[src/rtl/matmul_apb_master.sv]
// APB requester for the matmul engine: turns single command requests into
// SETUP/ACCESS APB transfers and returns one response per command.
module matmul_apb_master #(
   parameter int DATA_WIDTH  = 8,
   parameter int BUS_WIDTH   = 32,
   parameter int ADDR_WIDTH  = 16,
   parameter int TIMEOUT_CYC = 16
) (
   input  logic                   clk_i,
   input  logic                   rst_ni,
   input  logic                   cmd_valid_i,
   output logic                   cmd_ready_o,
   input  logic                   cmd_write_i,
   input  logic [ADDR_WIDTH-1:0]  cmd_addr_i,
   input  logic [BUS_WIDTH-1:0]   cmd_wdata_i,
   input  logic [BUS_WIDTH/8-1:0] cmd_strb_i,
   output logic                   psel_o,
   output logic                   penable_o,
   output logic                   pwrite_o,
   output logic [ADDR_WIDTH-1:0]  paddr_o,
   output logic [BUS_WIDTH-1:0]   pwdata_o,
   output logic [BUS_WIDTH/8-1:0] pstrb_o,
   input  logic                   pready_i,
   input  logic                   pslverr_i,
   input  logic [BUS_WIDTH-1:0]   prdata_i,
   output logic                   rsp_valid_o,
   input  logic                   rsp_ready_i,
   output logic [BUS_WIDTH-1:0]   rsp_rdata_o,
   output logic                   rsp_slverr_o,
   output logic                   rsp_timeout_o,
   output logic                   busy_o
);

   localparam int STRB_W = BUS_WIDTH / 8;
   localparam logic [7:0] TO_LAST = 8'(TIMEOUT_CYC - 1);

   if (DATA_WIDTH < 1 || (BUS_WIDTH % 8) != 0 || TIMEOUT_CYC < 1 || TIMEOUT_CYC > 255) begin : g_param_chk
      $error("matmul_apb_master: illegal parameter set");
   end

   typedef enum logic [1:0] {IDLE, SETUP, ACCESS, RESP} state_e;

   state_e                state_q, state_d;
   logic [7:0]            cnt_q, cnt_d;
   logic                  write_q, write_d;
   logic [ADDR_WIDTH-1:0] addr_q, addr_d;
   logic [BUS_WIDTH-1:0]  wdata_q, wdata_d;
   logic [STRB_W-1:0]     strb_q, strb_d;
   logic [BUS_WIDTH-1:0]  rdata_q, rdata_d;
   logic                  slverr_q, slverr_d;
   logic                  timeout_q, timeout_d;

   always_ff @(posedge clk_i or negedge rst_ni) begin
      if (!rst_ni) begin
         state_q   <= IDLE;
         cnt_q     <= '0;
         write_q   <= 1'b0;
         addr_q    <= '0;
         wdata_q   <= '0;
         strb_q    <= '0;
         rdata_q   <= '0;
         slverr_q  <= 1'b0;
         timeout_q <= 1'b0;
      end else begin
         state_q   <= state_d;
         cnt_q     <= cnt_d;
         write_q   <= write_d;
         addr_q    <= addr_d;
         wdata_q   <= wdata_d;
         strb_q    <= strb_d;
         rdata_q   <= rdata_d;
         slverr_q  <= slverr_d;
         timeout_q <= timeout_d;
      end
   end

   always_comb begin
      state_d   = state_q;
      cnt_d     = cnt_q;
      write_d   = write_q;
      addr_d    = addr_q;
      wdata_d   = wdata_q;
      strb_d    = strb_q;
      rdata_d   = rdata_q;
      slverr_d  = slverr_q;
      timeout_d = timeout_q;
      case (state_q)
         IDLE: begin
            if (cmd_valid_i) begin
               state_d = SETUP;
               write_d = cmd_write_i;
               addr_d  = cmd_addr_i;
               // Reads put zeros on the write-data and strobe lanes.
               wdata_d = cmd_write_i ? cmd_wdata_i : '0;
               strb_d  = cmd_write_i ? cmd_strb_i  : '0;
            end
         end
         SETUP: begin
            state_d = ACCESS;
            cnt_d   = '0;
         end
         ACCESS: begin
            if (pready_i) begin
               state_d   = RESP;
               rdata_d   = write_q ? '0 : prdata_i;
               slverr_d  = pslverr_i;
               timeout_d = 1'b0;
            end else if (cnt_q == TO_LAST) begin
               state_d   = RESP;
               rdata_d   = '0;
               slverr_d  = 1'b1;
               timeout_d = 1'b1;
            end else begin
               cnt_d = cnt_q + 8'd1;
            end
         end
         RESP: begin
            if (rsp_ready_i) state_d = IDLE;
         end
         default: state_d = IDLE;
      endcase
   end

   assign cmd_ready_o   = (state_q == IDLE);
   assign busy_o        = (state_q != IDLE);
   assign psel_o        = (state_q == SETUP) || (state_q == ACCESS);
   assign penable_o     = (state_q == ACCESS);
   assign pwrite_o      = write_q;
   assign paddr_o       = addr_q;
   assign pwdata_o      = wdata_q;
   assign pstrb_o       = strb_q;
   assign rsp_valid_o   = (state_q == RESP);
   assign rsp_rdata_o   = rdata_q;
   assign rsp_slverr_o  = slverr_q;
   assign rsp_timeout_o = timeout_q;

endmodule

[config.mk]
export PLATFORM = sky130hd
export DESIGN_NAME = matmul_apb_master
export DESIGN_NICKNAME = d
export VERILOG_FILES = /design/src/rtl/matmul_apb_master.sv
export SDC_FILE = /design/constraint.sdc
export NUM_CORES = 1
export LEC_CHECK = 0
export CAP_MARGIN = 25
export CORE_AREA = 2 2 117 119
export DETAILED_ROUTE_END_ITERATION = 12
export DIE_AREA = 0 0 119 121
export PLACE_DENSITY = 0.66
export SYNTH_ARGS = -nofsm -noshare
export SYNTH_HDL_FRONTEND = slang
export SYNTH_SLANG_ARGS = --single-unit
[constraint.sdc]
create_clock -name clk_i -period 2.14 [get_ports clk_i]
set_input_delay 0.214 -clock clk_i [delete_from_list [all_inputs] [get_ports clk_i]]
set_output_delay 0.214 -clock clk_i [all_outputs]
set_load 0.1 [all_outputs]
==> out/summary.json <==
{
  "synthesis": {
    "seq_area_frac_synth": 0.538,
    "synthDistinctLibCells": 42,
    "asyncSetResetFlopFracSynth": 1.00,
    "yosys_warnings": 0,
    "syn-instance-count": 426,
    "synth_area_mm2": 0.00451,
    "synth.ff_latch_count": 97,
    "postSynthAreaPerCell_um2": 10.6,
    "synth-main-ff-cell": "dfrtp_1",
    "synth_edf_count": 0,
    "net_count_synth": 522
  },
  "sta": {
    "timing_worst_slew_pin_value_ps": 558,
    "slew_limit_fails": 0,
    "timing.final.crit_share": 0.883,
    "report.final.hold_viol_count": 0,
    "grt_setup_unrepaired": "false",
    "fin_tns_setup_ps": 0,
    "min_clock_period_post_route_ps": 1890,
    "maxSlewHeadroom": 0.627,
    "finalClockSkew_ps": 6.26,
    "fmax_ghz": 0.529,
    "report.final.setup_viol": 0
  },
  "setup_path": {
    "endpoint_kind": "flop",
    "worst_setup_path_start_kind": "flop",
    "crit_arrival_ps": 2160,
    "worstPathCellList": "inv_1 -> ha_2 -> nand2_1 -> or4_1 -> nand3_1",
    "longest_individual_stage_delay_on_the_worst_path_ps": 520,
    "criticalPathCategory": "flop to flop",
    "critical-path-top-delay-family": "simple AND/OR/NAND/NOR gates",
    "timing.reg2reg.worst_path_depth": 5,
    "timing.rr.end": "cnt_q[5]$_DFFE_PN0P_",
    "reg2reg_setup_slack_ps": 250,
    "setup.worst_path.start": "state_q[1]$_DFFE_PN0P_",
    "worstPathBufferInverterCount": 1,
    "crit_required_ps": 2420,
    "critical_path.slowest_cell": "ha_2",
    "crit_fanout": 14,
    "critical_path.reg2reg.startpoint": "state_q[1]$_DFFE_PN0P_"
  },
  "cells_and_area": {
    "layout-drive-gt1-share": 0.284,
    "finalNetCount": 693,
    "layout-area-overhead-vs-synth_pct": 46.8,
    "layout.cells.most_common_list": "nand2_1, dfrtp_1, buf_4, clkdlybuf4s50_1, o21ai_0",
    "final_common_cell": "nand2_1",
    "post_layout_nonfiller_instances": 778,
    "final_design_area_no_fill_mm2": 0.00662,
    "antenna-diode-count": 0
  },
  "global_routing": {
    "grt_first_pass_wirelength_um": 19900,
    "grt_antenna_before_repair": 0,
    "global_route.usage.total": 0.174,
    "gr-total-overflow": 0,
    "vias_in_the_first_global_route": 3904,
    "maximum_number_of_pins_on_one_net_before_global_route_repair": 66
  },
  "route": {
    "routedWlPerCell_um": 15.7,
    "route.antenna.remaining_nets": 0,
    "route.final.wire_length_um": 12200,
    "drc_errors": 0,
    "first_pass_iters": 4,
    "vias": 3881,
    "routed_via_density": 4.99,
    "detailedRoute.firstIterationViolations": 276
  },
  "min_path": {
    "hold_class": "input port to async pin"
  },
  "cts": {
    "cts_max_path_buffers": 2,
    "cts_buffers": 9,
    "cts_tree": "built",
    "cts_num_sinks": 97,
    "htreeDepth": 3,
    "ctsRootBufferMaster": "clkbuf_16",
    "clk_latency_ps": 340,
    "clkSlewWorstSetupHoldPaths_ps": 70
  },
  "flow_run": {
    "cap_viol_max_count": 0
  },
  "floorplan": {
    "core_region_area_mm2": 0.0131,
    "start_util": 0.345,
    "io_pins": 183,
    "row_count": 42,
    "die-height_um": 121,
    "fp.dieArea_mm2": 0.0144,
    "dieWidth_um": 119
  },
  "outcome": {
    "run_status": "complete, no violations"
  },
  "placed_design": {
    "port-buffer-count": 182,
    "place_congestion": 0.838,
    "dp_hpwl_um": 8460,
    "placedInstanceArea_mm2": 0.00631,
    "post-place-cells": 761
  }
}
## layer usage
layer,track usage,wire length (um),up-vias
li1,-,-,1861
met1,0.226,5350,1849
met5,0,0,-
met2,0.271,5430,160
met3,0.0620,1250,11
met4,0.0588,154,0
## worst max path at each step
stage / to / cells after the start / slack, ps
finish: cnt_q[5]$_DFFE_PN0P_ / 5 / 250
global placement: pwdata_o[27]$_DFFE_PN0P_ / 5 / 230
floorplan: rsp_rdata_o[10]$_DFFE_PN0P_ / 6 / 160
CTS: pwdata_o[22]$_DFFE_PN0P_ / 5 / 150
global route: cnt_q[5]$_DFFE_PN0P_ / 5 / 110
detailed placement: pstrb_o[0]$_DFFE_PN0P_ / 5 / 150
## state kept, by name, summed over array words and instances, names as in the netlist
register       cells
rsp_rdata_o       32
state_q            2
rsp_timeout_o      1
paddr_o           16
pwdata_o          32
pwrite_o           1
pstrb_o            4
rsp_slverr_o       1
cnt_q              8
## worst register-to-register path, delay by kind of cell, from the launching register on
kind	cells	cell delay, ps
buf+inv	1	90
fa+ha+maj	1	520
simple gates	3	800
flops	1	430
## cell usage after synthesis (all sizes together), types with 3 or more instances
| library cell | n | area [um^2] |
|---|---|---|
| a21oi | 3 | 15.0 |
| a22oi | 32 | 240 |
| buf | 19 | 120 |
| clkbuf | 15 | 56.3 |
| dfrtp | 97 | 2430 |
| ha | 5 | 62.6 |
| inv | 5 | 18.8 |
| mux2 | 17 | 191 |
| nand2 | 112 | 420 |
| nand3 | 4 | 20.0 |
| nor2b | 3 | 18.8 |
| nor3 | 3 | 15.0 |
| o2111ai | 4 | 35.0 |
| o211ai | 36 | 420 |
| o21ai | 38 | 190 |
| or4 | 3 | 22.5 |
## per-stage QoR
step / hold WS [ps] / util / setup slack (ps)
2_1_floorplan: -81.6 / - / 157
3_3_place_gp: 188 / 0.482 / 229
3_5_place_dp: 195 / 0.482 / 149
4_1_cts: 365 / 0.506 / 154
5_1_grt: 389 / 0.506 / 108
6_report: 356 / 0.506 / 251
## cells by family (layout without fill, tap and decap cells)
| group | Yosys count | in the layout | share of synthesized area |
|---|---|---|---|
| adder cells (fa/ha/maj) | 5 | 5 | 0.0139 |
| multiplexers | 17 | 17 | 0.0424 |
| AND/OR/NAND/NOR | 142 | 142 | 0.140 |
| buffers and inverters | 41 | 217 | 0.0449 |
| AO/OA/AOI/OAI | 124 | 124 | 0.221 |
| flip-flops | 97 | 97 | 0.538 |
## layout make-up
type	instances	area (um^2)
tap	176	220
inverter	7	26.3
clock buffer	13	250
timing repair buffer	194	1760
clock inverter	3	48.8
sequential	97	2430
multi-input combinational	288	1890
fill	1188	6460
## what timing repair did
item	4_1_cts	5_1_grt
endpoints found under the hold margin	32	0
setup endpoints to repair	0	5
gates resized for setup	0	1
hold buffers	1	0
buffers inserted	0	0
Power is not shown: default switching activity piles up to over one toggle a cycle in this logic, so the estimate is an artifact.
==> RTL edit 1: new RTL, same flow settings <==
Change the parameter `BUS_WIDTH` from 32 to 48.
--- a/src/rtl/matmul_apb_master.sv
+++ b/src/rtl/matmul_apb_master.sv
@@ -3,5 +3,5 @@
 module matmul_apb_master #(
    parameter int DATA_WIDTH  = 8,
-   parameter int BUS_WIDTH   = 32,
+   parameter int BUS_WIDTH   = 48,
    parameter int ADDR_WIDTH  = 16,
    parameter int TIMEOUT_CYC = 16
Ports: changed (6 resized); port bits go from 183 to 251. The function was not compared with the original's and may differ.
==> RTL edit 1 against the original RTL <==
Synthesized area up 29%; setup slack worse by 7.1 ps; wire length up 38%; largest cell class unchanged; critical path depth up 1; design area up 33%; sequential cell count up 34; die area unchanged.
Power is left out: the tool's default activity adds up to more than one toggle a clock period on the data nets, which glitch-free logic cannot reach.
==> RTL edit 1: results (changes against the original RTL) <==
| Metric | Value |
|---|---|
| Initial antenna violation count | 0 (unchanged) |
| Vias per cell | 5.22 (+4.7%) |
| Cts bufs inserted | 17 (+8) |
| Post-synth ARST share | 1.00 (unchanged) |
| Ys Warns | 0 (unchanged) |
| Compound-gate portion of the synthesized area | 0.204 (-0.0172) |
| Worst skew pair latency | 410 ps (+70 ps) |
| Met3 usage | 0.0949 (+0.0329) |
| HPWL after DPL | 11.8 mm (+40%) |
| DRT iter0 DRCs | 464 (+68%) |
| Placed cell count | 971 (+28%) |
| Hold Crit Class | input pin to flip-flop |
| Resized Gates After CTS | 0 (unchanged) |
| Area contributors post-synth | dfrtp_1, nand2_1, o211ai_1 |
| Detailed Route WL | 16.8 mm (+38%) |
| Post-DP Area | 8180 µm² (+30%) |
| Final Skew | 4.28 ps (-1.98 ps) |
| Post-Synth Adder-Cell Area | 0.0108 (-0.00308) |
| Global-route wire length before repair | 27.4 mm (+37%) |
| # DRC | 0 (unchanged) |
| Setup slack at placement | 278 ps (+130 ps) |
| Worst rel slew slack | 0.519 (-0.107) |
| Total track usage | 0.241 (+0.0668) |
| Multiplexer share of the synthesized area | 0.0330 (-0.00943) |
| GP Congestion | 0.799 (-4.6%) |
| # port buffers | 250 (+37%) |
| Share of layout cells above drive strength 1 | 0.249 (-0.0353) |
| Synthesized net count | 707 (+35%) |
| Synth cell count leaders | nand2_1, dfrtp_1, o21ai_0, o211ai_1, a22oi_1 |
| Met2 wire len | 7.94 mm (+46%) |
| Number of global-route vias before repair | 5,168 (+32%) |
| Largest net degree at the start of global routing | 132 (+100%) |
| Max clock buf depth | 2 (unchanged) |
| Uppermost layer routed | met4 |
| WL met1 | 6.81 mm (+27%) |
| Post-Syn Instances | 577 (+35%) |
| Met1 usage | 0.300 (+0.0744) |
| Max incr delay on CP | 410 ps (-110 ps) |
| Drt pass-1 iters | 4 (unchanged) |
| Critical path peak fanout | 21 (+7) |
| Number of distinct library cells after synthesis | 47 (+12%) |
| Run status | finished clean |
| Grt met2 use | 0.385 (+0.114) |
| Nets | 945 (+36%) |
| Sequential fraction of the synthesis area | 0.565 (+0.0272) |
| H-Tree Depth | 4 (+1) |
| Critical Path AT | 2190 ps (+30 ps) |
| Routed len/inst | 16.7 µm (+6.9%) |
| CTS clk-pin slew, worst paths | 60 ps |
| Met3 WL | 1.77 mm (+42%) |
[RTL edit 1: cell types whose count changed after synthesis, sizes merged]
cell and delta:
a22oi +16, nand2 +52, inv +1, o21ai +18, buf +5, clkbuf +10, dfrtp +34, o211ai +17
clkinv -1, o2111ai -1
[RTL edit 1: final timing paths]
path	from	endpoint	slack (ps)	depth (start not counted)
max in group asynchronous	rst_ni	paddr_o[12]	1150	3
min in group asynchronous	rst_ni	rsp_rdata_o[42]	420	3
worst min-delay path	cmd_wdata_i[21]	pwdata_o[21]	350	3
worst max register to register	state_q[0]	rsp_rdata_o[33]	240	6
worst min register to register	pstrb_o[1]	pstrb_o[1]	480	2
worst max-delay path	state_q[0]	rsp_rdata_o[33]	240	6
[RTL edit 1: critical path: cells and delay by family (launching register included)]
| family | cells | cell delay, ps |
|---|---|---|
| AO/OA/AOI/OAI | 1 | 210 |
| buffers and inverters | 3 | 670 |
| adder cells (fa/ha/maj) | 1 | 410 |
| flip-flops | 1 | 380 |
| AND/OR/NAND/NOR | 1 | 80 |
[RTL edit 1: logic make-up after synthesis]
| group | count (synthesis) |
|---|---|
| buffers and inverters | 56 |
| and+or+nand+nor | 194 |
| AOI/OAI and AO/OA | 174 |
| DFF | 131 |
| muxes | 17 |
| adders and majority gates | 5 |
[RTL edit 1: timing repair]
item,in CTS,in global routing
endpoints found under the setup margin,0,0
endpoints found under the hold margin,131,0
hold buffers,1,0
[RTL edit 1: layout make-up]
| class | count | area [µm²] |
|---|---|---|
| Fill cell | 1002 | 4260 |
| Tap cell | 176 | 220 |
| Clock buffer | 17 | 425 |
| Multi-Input combinational cell | 390 | 2280 |
| Inverter | 7 | 26.3 |
| Timing Repair Buffer | 268 | 2390 |
| Sequential cell | 131 | 3280 |
| Clock inverter | 15 | 208 |
==> RTL edit 2: new RTL, same flow settings <==
Without the edit above. Take the reset off `addr_q`, `wdata_q` and `rdata_q` and load them in a clocked block of their own.
--- a/src/rtl/matmul_apb_master.sv
+++ b/src/rtl/matmul_apb_master.sv
@@ -56,8 +56,5 @@
          cnt_q     <= '0;
          write_q   <= 1'b0;
-         addr_q    <= '0;
-         wdata_q   <= '0;
          strb_q    <= '0;
-         rdata_q   <= '0;
          slverr_q  <= 1'b0;
          timeout_q <= 1'b0;
@@ -66,11 +63,14 @@
          cnt_q     <= cnt_d;
          write_q   <= write_d;
-         addr_q    <= addr_d;
-         wdata_q   <= wdata_d;
          strb_q    <= strb_d;
-         rdata_q   <= rdata_d;
          slverr_q  <= slverr_d;
          timeout_q <= timeout_d;
       end
+   end
+
+   always_ff @(posedge clk_i) begin
+      addr_q  <= addr_d;
+      wdata_q <= wdata_d;
+      rdata_q <= rdata_d;
    end
 
Behaviour: not the same (a bounded check fails within 4 cycles, from zero or initial values and one cycle with rst_ni low).
==> RTL edit 2 against the original RTL <==
Setup slack lost 87 ps; core utilization decreased by 4.9 points; design area decreased by 9.6%; worst hold slack worse by 24 ps; synthesized area is 15% lower; non-clock buffer count decreased by 7; wire length decreased by 22%; sequential cell count stayed put.
==> RTL edit 2: results (changes against the original RTL) <==
| Metric | Value |
|---|---|
| Max clock buf depth | 2 (unchanged) |
| Largest net degree at the start of global routing | 49 (-26%) |
| # port buffers | 182 (unchanged) |
| Global-route wire length before repair | 14.3 mm (-28%) |
| Met3 WL | 701 µm (-44%) |
| Pint | 0.00435 W |
| Routed len/inst | 15.2 µm (-2.9%) |
| Critical path peak fanout | 32 (+18) |
| Met2 wire len | 4.71 mm (-13%) |
| Root Driver | clkbuf_16 |
| Resized Gates After CTS | 0 (unchanged) |
| Vias per cell | 4.31 (-14%) |
| DRT iter0 DRCs | 133 (-52%) |
| Area contributors post-synth | edfxtp_1, dfrtp_1, and2_1 |
| Run status | finished clean |
| Uppermost layer routed | met4 |
| Worst skew pair latency | 340 ps (about the same) |
| H-Tree Depth | 3 (unchanged) |
| Share of layout cells above drive strength 1 | 0.264 (-0.0196) |
| Leak Pwr | 2.31 nW |
| Ys Warns | 0 (unchanged) |
| Final Skew | 5.57 ps (-0.698 ps) |
| Number of distinct library cells after synthesis | 37 (-12%) |
| EDFF count, synth | 80 (+80) |
| WL met1 | 3.88 mm (-27%) |
| Max incr delay on CP | 430 ps (-90 ps) |
| CTS tree | yes |
| Synth cell count leaders | edfxtp_1, and2_1, dfrtp_1, nand2_1, clkbuf_1 |
| HPWL after DPL | 7.00 mm (-17%) |
| Synthesized net count | 355 (-32%) |
| VDD IR max | 1.07 mV |
| Crit. End Element | flip-flop |
| Initial antenna violation count | 1 (+1) |
| Slowest-stage cell, CP | dfrtp_1 |
| Critical Path AT | 1970 ps (-190 ps) |
| Number of fill cells | 1,193 (+0.42%) |
| Number of global-route vias before repair | 2,691 (-31%) |
| Cts bufs inserted | 9 (unchanged) |
| CTS clk-pin slew, worst paths | 60 ps |
| Slew Limit Fails | 0 (unchanged) |
| Predominant post-synthesis flop cell | edfxtp_1 |
| Hold Crit Class | input pin to async pin |
| Sequential fraction of the synthesis area | 0.734 (+0.196) |
| Postcts setup bufs | 0 (unchanged) |
| Total track usage | 0.131 (-0.0427) |
| Worst rel slew slack | 0.380 (-0.247) |
| Post-synth ARST share | 0.175 (-0.825) |
| GP Congestion | 0.767 (-8.5%) |
| Drt pass-1 iters | 4 (unchanged) |
| Nets | 541 (-22%) |
[RTL edit 2: power groups by stage]
stage	logic (W)	registers [W]	clock network, W
after floorplan	0.00110	0.00479	0
after global placement	0.00422	0.00267	0
after detailed placement	0.00425	0.00268	0
after CTS	0.00426	0.00264	0.00163
after global routing	0.00438	0.00267	0.00170
final	0.00423	0.00263	0.00157
[RTL edit 2: cell families (layout without fill, tap and decap cells)]
family                     Yosys count  in the layout  share of synthesized area
AOI/OAI and AO/OA                   30             30                     0.0562
adders and majority gates            5              5                     0.0162
buffers and inverters               19            210                     0.0211
DFF                                 97             97                      0.734
muxes                                1              1                    0.00292
other                                0              1                          0
and+or+nand+nor                    107            107                      0.170
[RTL edit 2: worst max-delay path, delay by kind of cell (launching register included)]
family | cells | cell delay (ps)
and+or+nand+nor | 2 | 780
AOI/OAI and AO/OA | 1 | 190
adders and majority gates | 1 | 220
DFF | 1 | 430
[RTL edit 2: layout make-up]
type                       instances  share of cell area
tap                              176              0.0368
clock buffer                      11              0.0389
sequential                        97               0.472
timing repair buffer             187               0.278
antenna                            1            0.000418
clock inverter                     5             0.00940
inverter                           7             0.00501
multi-input combinational        143               0.159
[RTL edit 2: path summary, 6_finish.rpt]
kind	depth (start not counted)	end	slack, ps	startpoint
setup / recovery	4	rsp_rdata_o[22]	160	cnt_q[0]
setup reg to reg	4	rsp_rdata_o[22]	160	cnt_q[0]
min in group clk_i	1	paddr_o[0]	430	cmd_addr_i[0]
max in group asynchronous	1	pstrb_o[3]	1310	rst_ni
hold reg to reg	2	pstrb_o[1]	490	pstrb_o[1]
hold / removal	1	cnt_q[0]	330	rst_ni
[RTL edit 2: metrics by stage]
step	setup slack (ps)	cells	util	hold WS, ps	instance area, µm²
after floorplan	-203	259	-	-81.6	3860
after global placement	274	610	0.435	472	5700
after detailed placement	183	610	0.435	481	5700
after CTS	178	626	0.457	349	5990
after global routing	58.6	627	0.458	391	5990
final	164	627	0.458	332	5990
[RTL edit 2: routing by layer]
metal,vias up,track usage
met3,16,0.0437
met2,106,0.223
met5,-,0
li1,1310,-
met4,0,0.0640
met1,1268,0.149
